## src/rtl/mem_arbiter_if.sv

```systemverilog
// Bus bundle between the CPU control path, the boot/debug loader, the
// memory macro and the arbiter that sequences the single memory port.
interface mem_arbiter_if #(
  parameter int ADDR_W = 32,
  parameter int DATA_W = 32
);
  logic              cpu_req;
  logic              cpu_we;
  logic [ADDR_W-1:0] cpu_addr;
  logic [DATA_W-1:0] cpu_wdata;
  logic              cpu_gnt;
  logic              cpu_done;
  logic              ldr_req;
  logic              ldr_we;
  logic [ADDR_W-1:0] ldr_addr;
  logic [DATA_W-1:0] ldr_wdata;
  logic              ldr_lock;
  logic              ldr_gnt;
  logic              ldr_done;
  logic [DATA_W-1:0] rdata;
  logic              busy;
  logic              mem_en;
  logic              mem_we;
  logic [ADDR_W-1:0] mem_addr;
  logic [DATA_W-1:0] mem_wdata;
  logic [DATA_W-1:0] mem_rdata;

  modport slave (
    input  cpu_req, cpu_we, cpu_addr, cpu_wdata,
    input  ldr_req, ldr_we, ldr_addr, ldr_wdata, ldr_lock,
    input  mem_rdata,
    output cpu_gnt, cpu_done, ldr_gnt, ldr_done, rdata, busy,
    output mem_en, mem_we, mem_addr, mem_wdata
  );

  modport master (
    output cpu_req, cpu_we, cpu_addr, cpu_wdata,
    output ldr_req, ldr_we, ldr_addr, ldr_wdata, ldr_lock,
    output mem_rdata,
    input  cpu_gnt, cpu_done, ldr_gnt, ldr_done, rdata, busy,
    input  mem_en, mem_we, mem_addr, mem_wdata
  );
endinterface

```

## src/rtl/mem_arbiter.sv

```systemverilog
// Two-requester round-robin arbiter for the unified memory port, with
// programmable wait states and a loader lock that blocks the CPU.
module mem_arbiter #(
  parameter int ADDR_W = 32,
  parameter int DATA_W = 32,
  parameter int WAIT   = 1
) (
  input  logic         clk,
  input  logic         rst_n,
  mem_arbiter_if.slave bus
);
  typedef enum logic [1:0] {IDLE, ACCESS, RESP} state_t;

  localparam logic OWN_CPU = 1'b0;
  localparam logic OWN_LDR = 1'b1;

  state_t            state;
  logic [3:0]        cnt;
  logic              last;
  logic              owner;

  logic              cpu_ok;
  logic              any_req;
  logic              pick_ldr;
  logic              sel_we;
  logic [ADDR_W-1:0] sel_addr;
  logic [DATA_W-1:0] sel_wdata;

  // A tie goes to whoever did not win last; last resets to LDR so the CPU wins first.
  always_comb begin
    cpu_ok    = bus.cpu_req & ~bus.ldr_lock;
    any_req   = cpu_ok | bus.ldr_req;
    pick_ldr  = bus.ldr_req & (~cpu_ok | (last == OWN_CPU));
    sel_we    = pick_ldr ? bus.ldr_we    : bus.cpu_we;
    sel_addr  = pick_ldr ? bus.ldr_addr  : bus.cpu_addr;
    sel_wdata = pick_ldr ? bus.ldr_wdata : bus.cpu_wdata;
  end

  always_ff @(posedge clk or negedge rst_n) begin
    if (!rst_n) begin
      state         <= IDLE;
      cnt           <= '0;
      last          <= OWN_LDR;
      owner         <= OWN_CPU;
      bus.cpu_gnt   <= 1'b0;
      bus.cpu_done  <= 1'b0;
      bus.ldr_gnt   <= 1'b0;
      bus.ldr_done  <= 1'b0;
      bus.rdata     <= '0;
      bus.busy      <= 1'b0;
      bus.mem_en    <= 1'b0;
      bus.mem_we    <= 1'b0;
      bus.mem_addr  <= '0;
      bus.mem_wdata <= '0;
    end else begin
      case (state)
        IDLE: begin
          if (any_req) begin
            owner         <= pick_ldr;
            bus.cpu_gnt   <= ~pick_ldr;
            bus.ldr_gnt   <= pick_ldr;
            bus.mem_en    <= 1'b1;
            bus.mem_we    <= sel_we;
            bus.mem_addr  <= sel_addr;
            bus.mem_wdata <= sel_wdata;
            bus.busy      <= 1'b1;
            cnt           <= 4'(WAIT);
            state         <= ACCESS;
          end
        end
        ACCESS: begin
          if (cnt != 4'd0) begin
            cnt <= cnt - 4'd1;
          end else begin
            // mem_rdata is only valid now, when the wait count has run out
            if (!bus.mem_we) bus.rdata <= bus.mem_rdata;
            bus.mem_en   <= 1'b0;
            bus.mem_we   <= 1'b0;
            bus.cpu_done <= (owner == OWN_CPU);
            bus.ldr_done <= (owner == OWN_LDR);
            state        <= RESP;
          end
        end
        RESP: begin
          last         <= owner;
          bus.cpu_gnt  <= 1'b0;
          bus.ldr_gnt  <= 1'b0;
          bus.cpu_done <= 1'b0;
          bus.ldr_done <= 1'b0;
          bus.busy     <= 1'b0;
          state        <= IDLE;
        end
        default: state <= IDLE;
      endcase
    end
  end
endmodule

```

## src/flat_wrapper.sv

```systemverilog
// flat-port wrapper written by rule: the top's interface ports become plain ports
module mem_arbiter_flat 
#(
  parameter int ADDR_W = 32,
  parameter int DATA_W = 32,
  parameter int WAIT   = 1
)
  (clk, rst_n, bus_cpu_req, bus_cpu_we, bus_cpu_addr, bus_cpu_wdata, bus_ldr_req, bus_ldr_we, bus_ldr_addr, bus_ldr_wdata, bus_ldr_lock, bus_mem_rdata, bus_cpu_gnt, bus_cpu_done, bus_ldr_gnt, bus_ldr_done, bus_rdata, bus_busy, bus_mem_en, bus_mem_we, bus_mem_addr, bus_mem_wdata);
  mem_arbiter_if #(.ADDR_W(ADDR_W), .DATA_W(DATA_W)) bus_i ();
  input  logic clk;
  input  logic rst_n;
  input wire logic [$bits(bus_i.cpu_req)-1:0] bus_cpu_req;
  input wire logic [$bits(bus_i.cpu_we)-1:0] bus_cpu_we;
  input wire logic [$bits(bus_i.cpu_addr)-1:0] bus_cpu_addr;
  input wire logic [$bits(bus_i.cpu_wdata)-1:0] bus_cpu_wdata;
  input wire logic [$bits(bus_i.ldr_req)-1:0] bus_ldr_req;
  input wire logic [$bits(bus_i.ldr_we)-1:0] bus_ldr_we;
  input wire logic [$bits(bus_i.ldr_addr)-1:0] bus_ldr_addr;
  input wire logic [$bits(bus_i.ldr_wdata)-1:0] bus_ldr_wdata;
  input wire logic [$bits(bus_i.ldr_lock)-1:0] bus_ldr_lock;
  input wire logic [$bits(bus_i.mem_rdata)-1:0] bus_mem_rdata;
  output wire logic [$bits(bus_i.cpu_gnt)-1:0] bus_cpu_gnt;
  output wire logic [$bits(bus_i.cpu_done)-1:0] bus_cpu_done;
  output wire logic [$bits(bus_i.ldr_gnt)-1:0] bus_ldr_gnt;
  output wire logic [$bits(bus_i.ldr_done)-1:0] bus_ldr_done;
  output wire logic [$bits(bus_i.rdata)-1:0] bus_rdata;
  output wire logic [$bits(bus_i.busy)-1:0] bus_busy;
  output wire logic [$bits(bus_i.mem_en)-1:0] bus_mem_en;
  output wire logic [$bits(bus_i.mem_we)-1:0] bus_mem_we;
  output wire logic [$bits(bus_i.mem_addr)-1:0] bus_mem_addr;
  output wire logic [$bits(bus_i.mem_wdata)-1:0] bus_mem_wdata;
  assign bus_i.cpu_req = bus_cpu_req;
  assign bus_i.cpu_we = bus_cpu_we;
  assign bus_i.cpu_addr = bus_cpu_addr;
  assign bus_i.cpu_wdata = bus_cpu_wdata;
  assign bus_i.ldr_req = bus_ldr_req;
  assign bus_i.ldr_we = bus_ldr_we;
  assign bus_i.ldr_addr = bus_ldr_addr;
  assign bus_i.ldr_wdata = bus_ldr_wdata;
  assign bus_i.ldr_lock = bus_ldr_lock;
  assign bus_i.mem_rdata = bus_mem_rdata;
  assign bus_cpu_gnt = bus_i.cpu_gnt;
  assign bus_cpu_done = bus_i.cpu_done;
  assign bus_ldr_gnt = bus_i.ldr_gnt;
  assign bus_ldr_done = bus_i.ldr_done;
  assign bus_rdata = bus_i.rdata;
  assign bus_busy = bus_i.busy;
  assign bus_mem_en = bus_i.mem_en;
  assign bus_mem_we = bus_i.mem_we;
  assign bus_mem_addr = bus_i.mem_addr;
  assign bus_mem_wdata = bus_i.mem_wdata;
  mem_arbiter #(.ADDR_W(ADDR_W), .DATA_W(DATA_W), .WAIT(WAIT)) u_core (.clk(clk), .rst_n(rst_n), .bus(bus_i));
endmodule
```

## config.mk

```make
export PLATFORM = sky130hd
export DESIGN_NAME = mem_arbiter_flat
export DESIGN_NICKNAME = d
export VERILOG_FILES = /design/src/rtl/mem_arbiter_if.sv /design/src/rtl/mem_arbiter.sv /design/src/flat_wrapper.sv
export SDC_FILE = /design/constraint.sdc
export NUM_CORES = 1
export LEC_CHECK = 0
export ABC_CLOCK_PERIOD_IN_PS = 6700
export CORE_MARGIN = 8
export CORE_UTILIZATION = 42
export CTS_BUF_LIST = sky130_fd_sc_hd__clkbuf_4 sky130_fd_sc_hd__clkbuf_8 sky130_fd_sc_hd__clkbuf_16
export DETAILED_ROUTE_END_ITERATION = 8
export PLACE_DENSITY = 0.86
export SYNTH_ARGS = -nofsm -noshare
export SYNTH_HDL_FRONTEND = slang
export SYNTH_SLANG_ARGS = --single-unit
```

## constraint.sdc

```tcl
create_clock -name clk -period 6.7 [get_ports clk]
set_clock_uncertainty 0.15 [all_clocks]
set_input_delay 0.67 -clock clk [delete_from_list [all_inputs] [get_ports clk]]
set_output_delay 0.67 -clock clk [all_outputs]
set_load 0.05 [all_outputs]
```

==> metrics.md, run 1 <==
| Metric | Value |
|---|---|
| Min Clock Period, post-route | `2780 ps` |
| Share of post-route cells with drive strength above 1 | `0.0943` |
| RSZ-0062 raised after global routing | `false` |
| Max-cap viol count | `0` |
| Highest achievable clock rate | `0.360 GHz` |
| Largest net degree at the start of global routing | `74` |
| Bufs on Longest Clock Path | `2` |
| Cell area after synthesis | `0.00485 sq mm` |
| Crit path cell chain | `clkdlybuf4s50_1 > nand3b_1 > buf_4 > and3_1 > a221o_1` |
| Routed vias/inst | `5.52` |
| Slowest CP cell | `nand3b_1` |
| H-tree levels | `3` |
| Data arrival, critical path | `2870 ps` |
| Synth area leaders | `dfrtp_1 57%, a221o_1 13%, mux2_4 9.3%, and3_1 8.4%, clkbuf_1 2.2%` |
| GRT Total Usage | `0.211` |
| Chip Height | `123 microns` |
| Initial Util | `0.427` |
| Avg WL per Cell | `21.7 microns` |
| Critical Path Sink Type | `flop` |
| Worst-path clk slew | `70 ps` |
| Final hold slack | `119 ps` |
| Max incr delay on CP | `750 ps` |
| Antenna violations before repair | `0` |
| Post-CTS Setup Bufs | `0` |
| Inserted Diodes | `0` |
| RePlAce Congestion | `0.746` |
| DP Wirelength | `12.4 mm` |
| Syn Area/Cell | `13.4 sq um` |
| Post-Synthesis Cells | `361` |
| IO Count | `270` |
| CP top delay family | `simple AND/OR/NAND/NOR gates` |
| DR pass1 iterations | `5` |
| Critical path peak fanout | `40` |
| Total CTS buffers | `9` |
| CTS Sinks | `111` |
| CP required | `6790 ps` |
| Die area | `0.0152 sq mm` |
| Final period util | `0.415` |
| Core area | `0.0114 sq mm` |
| DRC Markers | `0` |
| Setup-failing EPs final | `0` |
| Remaining Overflow, GRT | `0` |
| Wirelength, routed | `16.4 mm` |
| First-pass GRT wire length | `24.7 mm` |
| Critical Path Start Type | `input pin` |
| Syn nets | `530` |
| Max Transition Viols Final | `0` |
| Die Span X | `123 microns` |
| Hold Buf Count CTS | `0` |
| TNS Setup | `0 ps` |
| PortBufs | `269` |
| Synth warn | `0` |
| Clk root buf | `clkbuf_16` |
| Fin. Hold Viols | `0` |
| Hold/Removal Path Class | `in -> async` |
| Cell variety after synth | `35` |
| Slew Limit Headroom | `0.362` |
| CTS tree | `done` |
| PwrDens | `551 mW/mm^2` |
| #FFs+latches synth | `111` |
| Resized cells post-CTS | `0` |
| Post-layout instance area | `0.00783 sq mm` |
| Skew-Pair Late Insertion Delay | `350 ps` |
| Total number of vias | `4,186` |
| Final net count | `781` |
| Status | `finished clean` |
| Sequential-to-total area share from yosys stat | `0.573` |
| Area Growth Syn to Fin | `61.5%` |
| Crit Path Class | `in -> reg` |
| Max IR drop VDD | `0.377 mV` |
| Vias in the first global route | `4,575` |
| Post-DP Area | `0.00757 sq mm` |
| Iter 0 DRT Violations | `299` |
| Lkg Pwr | `3.58 nW` |
| Top cell type's share of synthesized area | `0.567` |
| Worst Tran Pin Value | `955 ps` |
| # rows | `39` |
| Cell taking the most area after synthesis | `dfrtp_1` |
| Post-DRT Antenna Nets | `0` |
| CP Buf/Inv Count | `2` |
[cells in the final DEF, fill, tap and decap left out, drive strengths merged]
cell / Yosys / routed
clkinv: 0 / 2
a22o: 2 / 2
a221o: 65 / 65
nor3b: 2 / 2
dfstp: 1 / 1
inv: 7 / 7
mux2i: 2 / 2
o21ai: 6 / 6
and3: 65 / 65
nor2: 3 / 3
clkdlybuf4s50: 0 / 268
dfrtp: 110 / 110
o21a: 1 / 1
a31o: 1 / 1
mux2: 32 / 32
nand2: 4 / 4
o2bb2ai: 3 / 3
or3: 1 / 1
clkbuf: 28 / 10
o31ai: 3 / 3
a21boi: 1 / 1
nand3b: 1 / 1
clkinvlp: 0 / 2
nand2b: 2 / 2
buf: 7 / 7
or3b: 1 / 1
o2111a: 1 / 1
nor2b: 2 / 2
a32o: 1 / 1
a31oi: 1 / 1
ha: 2 / 2
nor3: 2 / 2
o211ai: 1 / 1
a21oi: 3 / 3
[Yosys cell counts]
cell       count
a32o_1         1
a31oi_1        1
buf_2          1
a31o_2         1
mux2i_1        2
buf_12         3
or3b_1         1
o21ai_0        6
o2111a_1       1
ha_1           2
nor2b_1        2
mux2_2         2
and3_1        65
o31ai_1        3
clkbuf_1      28
nand2_1        4
nor3b_1        2
nor3_1         2
o2bb2ai_1      3
mux2_4        30
buf_1          1
nand3b_1       1
a221o_1       65
nand2b_1       2
nor2_1         3
a22o_1         2
o211ai_1       1
a21boi_0       1
dfstp_2        1
or3_4          1
o21a_1         1
buf_6          2
dfrtp_1      110
inv_1          7
a21oi_1        3
[worst paths after layout]
check | start | endpoint | slack (ps) | cells after the start
worst max-delay path | bus_ldr_lock | u_core.bus.mem_wdata[17]$_DFFE_PN0P_ | 3920 | 5
worst min-delay path | rst_n | u_core.bus.mem_addr[25]$_DFFE_PN0P_ | 120 | 1
worst max register to register | u_core.cnt[0]$_DFFE_PN0P_ | u_core.bus.rdata[10]$_DFFE_PN0P_ | 4180 | 5
worst min register to register | u_core.bus.mem_wdata[15]$_DFFE_PN0P_ | u_core.bus.mem_wdata[15]$_DFFE_PN0P_ | 360 | 1
max in group asynchronous | rst_n | u_core.bus.mem_wdata[23]$_DFFE_PN0P_ | 5000 | 2
min in group clk | u_core.bus.mem_wdata[15]$_DFFE_PN0P_ | u_core.bus.mem_wdata[15]$_DFFE_PN0P_ | 360 | 1
[metrics by stage]
stage          cells   util  worst slack (ps)  power, mW
2_1_floorplan    361      -              4400       2.95
3_3_place_gp     744  0.666              3630       3.78
3_5_place_dp     744  0.666              3550       3.85
4_1_cts          758  0.689              3930       4.35
5_1_grt          758  0.689              3780       4.51
6_report         758  0.689              3920       4.31
[logic make-up (layout without fill, tap and decap cells)]
kind of cell / Yosys count / after routing / synth area share
DFF: 111 / 111 / 0.573
AOI/OAI and AO/OA: 89 / 89 / 0.169
and+or+nand+nor: 83 / 83 / 0.105
buffers and inverters: 42 / 296 / 0.0459
muxes: 34 / 34 / 0.102
adders and majority gates: 2 / 2 / 0.00516
[where the power goes]
group          internal, mW  leakage [nW]  total, mW  switching [mW]
registers              1.00          1.35       1.22           0.220
clock network         0.251         0.124      0.480           0.229
logic                  1.03          2.12       2.61            1.58
[flip-flops by register name (all words and copies together) (netlist names), 2 cells and up]
name / flops
u_core.state: 2
u_core.cnt: 4
u_core.bus.mem_addr: 32
u_core.bus.rdata: 32
u_core.bus.mem_wdata: 32
[metal layers]
| layer | track usage | part of all wire |
|---|---|---|
| met1 | 0.235 | 0.39 |
| met2 | 0.357 | 0.48 |
| met3 | 0.0703 | 0.10 |
| met4 | 0.100 | 0.026 |
| met5 | 0 | 0 |
[layout make-up]
cell class                 instances  area, sq um
clock buffer                      10          233
fill                             784         3540
clock inverter                     4         25.0
timing repair buffer             275         2740
tap                              143          179
inverter                           7         26.3
multi-input combinational        208         1860
sequential                       111         2780
Power figures use the tool's default switching activity.
==> run 2: changes to the inputs <==
Settings changed: ABC_CLOCK_PERIOD_IN_PS 6700 to 2600, CORE_UTILIZATION 42 to 39, PLACE_DENSITY 0.86 to 0.81.
Clock period 6.7 ns to 2.6 ns, I/O delays scaled along.
==> run 2 against run 1 <==
Worst setup slack lost 3700 ps. Core utilization fell by 3.0 points. Clock power grew to 2.8 times the previous value. Sequential power grew to 2.6 times the previous value. Critical path depth did not move. Total power grew to 2.6 times the previous value. Critical path type is now reg -> reg.
==> metrics.md, run 2 (synthesized netlist as in run 1, its figures left out) <==
| Metric | Value |
|---|---|
| Clk pwr share | `0.117` |
| Wirelength, routed | `17.2 mm` |
| Max-cap viol count | `0` |
| Switching Fraction | `0.468` |
| Final Non-Filler Cells | `791` |
| Critical Path Start Type | `flop` |
| Post-CTS Setup Bufs | `0` |
| H-tree levels | `3` |
| Chip Height | `128 microns` |
| Status | `finished clean` |
| RePlAce Congestion | `0.776` |
| Slew Limit Headroom | `0.600` |
| Final net count | `787` |
| Bufs on Longest Clock Path | `2` |
| P_sw | `5.26 mW` |
| Pwr Total | `11.2 mW` |
| Vias in the first global route | `4,541` |
| Avg WL per Cell | `21.8 microns` |
| Max IR drop VDD | `0.782 mV` |
| Hold/Removal Path Class | `in -> async` |
| Post-DP Area | `0.00766 sq mm` |
| Reg2Reg Depth | `5` |
| Remaining Overflow, GRT | `0` |
| Highest achievable clock rate | `0.422 GHz` |
| Iter 0 DRT Violations | `256` |
| Min Clock Period, post-route | `2370 ps` |
| Setup-failing EPs final | `0` |
| Final WS setup | `228 ps` |
| Largest net degree at the start of global routing | `51` |
| Fin util | `0.659` |
| Critical path peak fanout | `32` |
| Worst Tran Pin Value | `600 ps` |
| First-pass GRT wire length | `26.1 mm` |
| Critical Path Sink Type | `flop` |
| Total number of vias | `4,248` |
| Fin. Hold Viols | `0` |
| GRT Total Usage | `0.205` |
| DRC Markers | `0` |
| Skew-Pair Late Insertion Delay | `340 ps` |
| Share of post-route cells with drive strength above 1 | `0.104` |
| Crit Path Class | `reg -> reg` |
| Post-place setup slack | `252 ps` |
| IO Count | `270` |
| DR pass1 iterations | `4` |
| CTS Sinks | `111` |
| Total CTS buffers | `9` |
| Inst Count DP | `774` |
| CTS tree | `done` |
| PortBufs | `269` |
| Combinational share of power | `0.602` |
| Final hold slack | `254 ps` |
| Most frequent cells in the layout | `268 x clkdlybuf4s50_1, 110 x dfrtp_1, 65 x and3_1, 65 x a221o_1, 30 x mux2_4` |
| Fill cells | `894` |
| Initial Util | `0.402` |
| Die Span X | `128 microns` |
| Die area | `0.0163 sq mm` |
| Post-DRT Antenna Nets | `0` |
| Inserted Diodes | `0` |
| Most common cell after layout, fill and taps aside | `clkdlybuf4s50_1` |
| Antenna violations before repair | `0` |
| Routed vias/inst | `5.37` |
| Biggest regs | `u_core.bus.mem_addr (32), u_core.bus.mem_wdata (32), u_core.bus.rdata (32)` |
| Final period util | `0.912` |
| TNS Setup | `0 ps` |
| PwrDens | `1410 mW/mm^2` |
| Clk root buf | `clkbuf_16` |
| Seq pwr share | `0.281` |
| DP Wirelength | `13.2 mm` |
| Lkg Pwr | `3.64 nW` |
| Data arrival, critical path | `2450 ps` |
| RSZ-0062 raised after global routing | `false` |
| Cell Int Power | `5.98 mW` |
| Area Growth Syn to Fin | `63.9%` |
| Post-layout instance area | `0.00795 sq mm` |
| Worst-path clk slew | `70 ps` |
| # rows | `40` |
| CP required | `2670 ps` |
| Max Transition Viols Final | `0` |
| Core area | `0.0121 sq mm` |
-- run 2: cell types whose count changed in the layout (fill, tap and decap cells not counted) --
cell,before,now
dlygate4sd3_1,0,1
clkbuf_8,0,2
buf_4,7,11
clkinvlp_4,2,1
clkbuf_4,1,2
buf_12,0,1
-- run 2: final timing paths --
| path | startpoint | end | slack [ps] |
|---|---|---|---|
| worst max-delay path | u_core.cnt[0]$_DFFE_PN0P_ | u_core.bus.rdata[10]$_DFFE_PN0P_ | 230 |
| worst max register to register | u_core.cnt[0]$_DFFE_PN0P_ | u_core.bus.rdata[10]$_DFFE_PN0P_ | 230 |
| min in group clk | u_core.last$_DFFE_PN1P_ | u_core.last$_DFFE_PN1P_ | 360 |
| max in group asynchronous | rst_n | u_core.bus.mem_addr[2]$_DFFE_PN0P_ | 1260 |
| worst min-delay path | rst_n | u_core.bus.rdata[15]$_DFFE_PN0P_ | 250 |
| worst min register to register | u_core.last$_DFFE_PN1P_ | u_core.last$_DFFE_PN1P_ | 360 |
-- run 2: layout make-up --
cell class | instances | area, sq um | area share
Tap cell | 168 | 210 | 0.0264
Timing Repair Buffer | 281 | 2800 | 0.352
Sequential cell | 111 | 2780 | 0.349
Clock inverter | 3 | 17.5 | 0.00220
Clock buffer | 13 | 268 | 0.0337
Inverter | 7 | 26.3 | 0.00330
Multi-Input combinational cell | 208 | 1860 | 0.233
-- run 2: timing repair --
action,in CTS,in global routing
hold buffers,1,0
hold endpoints to repair,29,0
gates resized for setup,0,0
-- run 2: routing by layer --
layer,GRT usage,up-vias,share of wire
met4,0.0679,0,0.014
met1,0.240,2079,0.42
met3,0.0724,16,0.093
li1,-,1920,-
met2,0.343,233,0.48
met5,0,-,0
-- run 2: worst max-delay path, cell delays in order, from the launching register on --
cell	delay [ps]
dfrtp_1	400
inv_1	110
ha_1	190
or3b_1	370
or3_4	630
mux2_4	380
-- run 2: power by group through the flow --
stage	clock network (mW)	registers, mW	logic [mW]
floorplan	0	5.75	1.85
global placement	0	3.13	6.66
detailed placement	0	3.15	6.80
CTS	1.36	3.15	6.80
global route	1.42	3.25	7.04
finish	1.32	3.16	6.76
==> run 3: changes to the inputs <==
Settings changed: PLACE_DENSITY 0.81 to 0.89.
==> run 3 against run 2 <==
Worst setup slack worse by 3.0 ps. Clock power hardly changed. Hold slack better by 49 ps. Largest power group unchanged. Global-route usage is 0.24 points lower. Routed wire length is 2.1% lower. First-iteration DRC count is 14% lower.
==> metrics.md, run 3 (synthesized netlist as in run 1, its figures left out) <==
| Metric | Value |
|---|---|
| Status | `finished clean` |
| IO Count | `270` |
| Lkg Pwr | `3.63 nW` |
| Max IR drop VDD | `0.773 mV` |
| Hold/Removal Path Class | `in -> async` |
| Die area | `0.0163 sq mm` |
| Crit Path Class | `reg -> reg` |
| Largest net degree at the start of global routing | `67` |
| Final period util | `0.913` |
| Iter 0 DRT Violations | `220` |
| Most common cell after layout, fill and taps aside | `clkdlybuf4s50_1` |
| Die Span X | `128 microns` |
| Clk root buf | `clkbuf_16` |
| DRC Markers | `0` |
| Wirelength, routed | `16.9 mm` |
| Skew-Pair Late Insertion Delay | `340 ps` |
| Critical path peak fanout | `32` |
| # rows | `40` |
| Biggest regs | `u_core.bus.mem_addr (32), u_core.bus.mem_wdata (32), u_core.bus.rdata (32)` |
| Core area | `0.0121 sq mm` |
| Share of post-route cells with drive strength above 1 | `0.104` |
| Critical Path Start Type | `flop` |
| CP required | `2670 ps` |
| Max Transition Viols Final | `0` |
| Flop2flop setup slack | `230 ps` |
| Vias in the first global route | `4,690` |
| Area Growth Syn to Fin | `63.8%` |
| Worst-path clk slew | `80 ps` |
| PortBufs | `269` |
| First-pass GRT wire length | `26.1 mm` |
| Bufs on Longest Clock Path | `2` |
| Slew Limit Headroom | `0.582` |
| Avg WL per Cell | `21.3 microns` |
| Final hold slack | `303 ps` |
| H-tree levels | `3` |
| Pwr Total | `11.3 mW` |
| DR pass1 iterations | `4` |
| Post-DRT Antenna Nets | `0` |
| GRT Total Usage | `0.202` |
| Fin. Hold Viols | `0` |
| CTS tree | `done` |
| CTS Sinks | `111` |
| Highest achievable clock rate | `0.421 GHz` |
| PwrDens | `1420 mW/mm^2` |
| Fin util | `0.659` |
| Resized cells post-CTS | `0` |
| Min Clock Period, post-route | `2370 ps` |
| Final net count | `787` |
| Inserted Diodes | `0` |
| Setup-failing EPs final | `0` |
| Fill cells | `838` |
| TNS Setup | `0 ps` |
| Crit Reg-Reg Endpoint | `u_core.bus.rdata[4]$_DFFE_PN0P_` |
| Worst Tran Pin Value | `621 ps` |
| RSZ-0062 raised after global routing | `false` |
| Initial Util | `0.402` |
| Reg-to-Reg Start | `u_core.cnt[0]$_DFFE_PN0P_` |
| Remaining Overflow, GRT | `0` |
| Data arrival, critical path | `2440 ps` |
| DP Wirelength | `12.9 mm` |
| Total CTS buffers | `9` |
| Chip Height | `128 microns` |
| RePlAce Congestion | `0.815` |
| Max-cap viol count | `0` |
| Critical Path Sink Type | `flop` |
| Antenna violations before repair | `0` |
| Total number of vias | `4,267` |
| Most frequent cells in the layout | `268 x clkdlybuf4s50_1, 110 x dfrtp_1, 65 x and3_1, 65 x a221o_1, 30 x mux2_4` |
| Reg2Reg Depth | `5` |
| Routed vias/inst | `5.39` |
-- run 3: cell count changes in the layout (fill, tap and decap cells not counted) --
cell	previous run	this run
clkbuf_4	2	0
clkbuf_8	2	1
clkinvlp_4	1	2
inv_6	0	2
-- run 3: area by class of cell --
type | instances | area (sq um) | area share
clock buffers | 10 | 239 | 0.0301
clock inverters | 6 | 42.5 | 0.00535
multi-input cells | 208 | 1860 | 0.233
inverters | 7 | 26.3 | 0.00331
flip-flops and latches | 111 | 2780 | 0.350
well taps | 168 | 210 | 0.0264
repair buffers | 281 | 2800 | 0.352
-- run 3: per-stage QoR --
stage	instance area [sq um]	cells	worst slack, ps
floorplan	4850	361	301
global placement	7660	774	347
detailed placement	7660	774	265
CTS	7950	791	245
global route	7950	791	172
finish	7950	791	225
-- run 3: power by group --
group          internal, mW  switching [mW]
clock network         0.681           0.630
logic                  2.67            4.11
registers              2.58           0.579
total                  5.94            5.32
-- run 3: what timing repair did --
item / 4_1_cts / 5_1_grt
endpoints found under the hold margin: 36 / 0
buffers inserted: 0 / 0
hold buffers: 1 / 0
-- run 3: worst max-delay path by stage --
stage	from	end	slack (ps)	depth (start not counted)
final	u_core.cnt[0]$_DFFE_PN0P_	u_core.bus.rdata[4]$_DFFE_PN0P_	230	5
after global routing	u_core.cnt[0]$_DFFE_PN0P_	u_core.bus.rdata[4]$_DFFE_PN0P_	170	5
after floorplan	u_core.cnt[0]$_DFFE_PN0P_	u_core.bus.rdata[10]$_DFFE_PN0P_	300	8
after CTS	u_core.cnt[0]$_DFFE_PN0P_	u_core.bus.rdata[4]$_DFFE_PN0P_	240	5
after detailed placement	u_core.cnt[0]$_DFFE_PN0P_	u_core.bus.rdata[29]$_DFFE_PN0P_	260	5
after global placement	u_core.cnt[0]$_DFFE_PN0P_	u_core.bus.rdata[8]$_DFFE_PN0P_	350	5
-- run 3: worst max-delay path, cell delays in order, from the launching register on --
cell	delay, ps
dfrtp_1	400
inv_1	110
ha_1	180
or3b_1	370
or3_4	630
mux2_4	380
-- run 3: metal layers --
| layer | vias to the layer above | wire, microns | share of wire | global-route usage |
|---|---|---|---|---|
| li1 | 1913 | - | - | - |
| met1 | 2100 | 6520 | 0.39 | 0.228 |
| met2 | 231 | 8070 | 0.48 | 0.341 |
| met3 | 23 | 1940 | 0.11 | 0.0807 |
| met4 | 0 | 354 | 0.021 | 0.0707 |
| met5 | - | 0 | 0 | 0 |
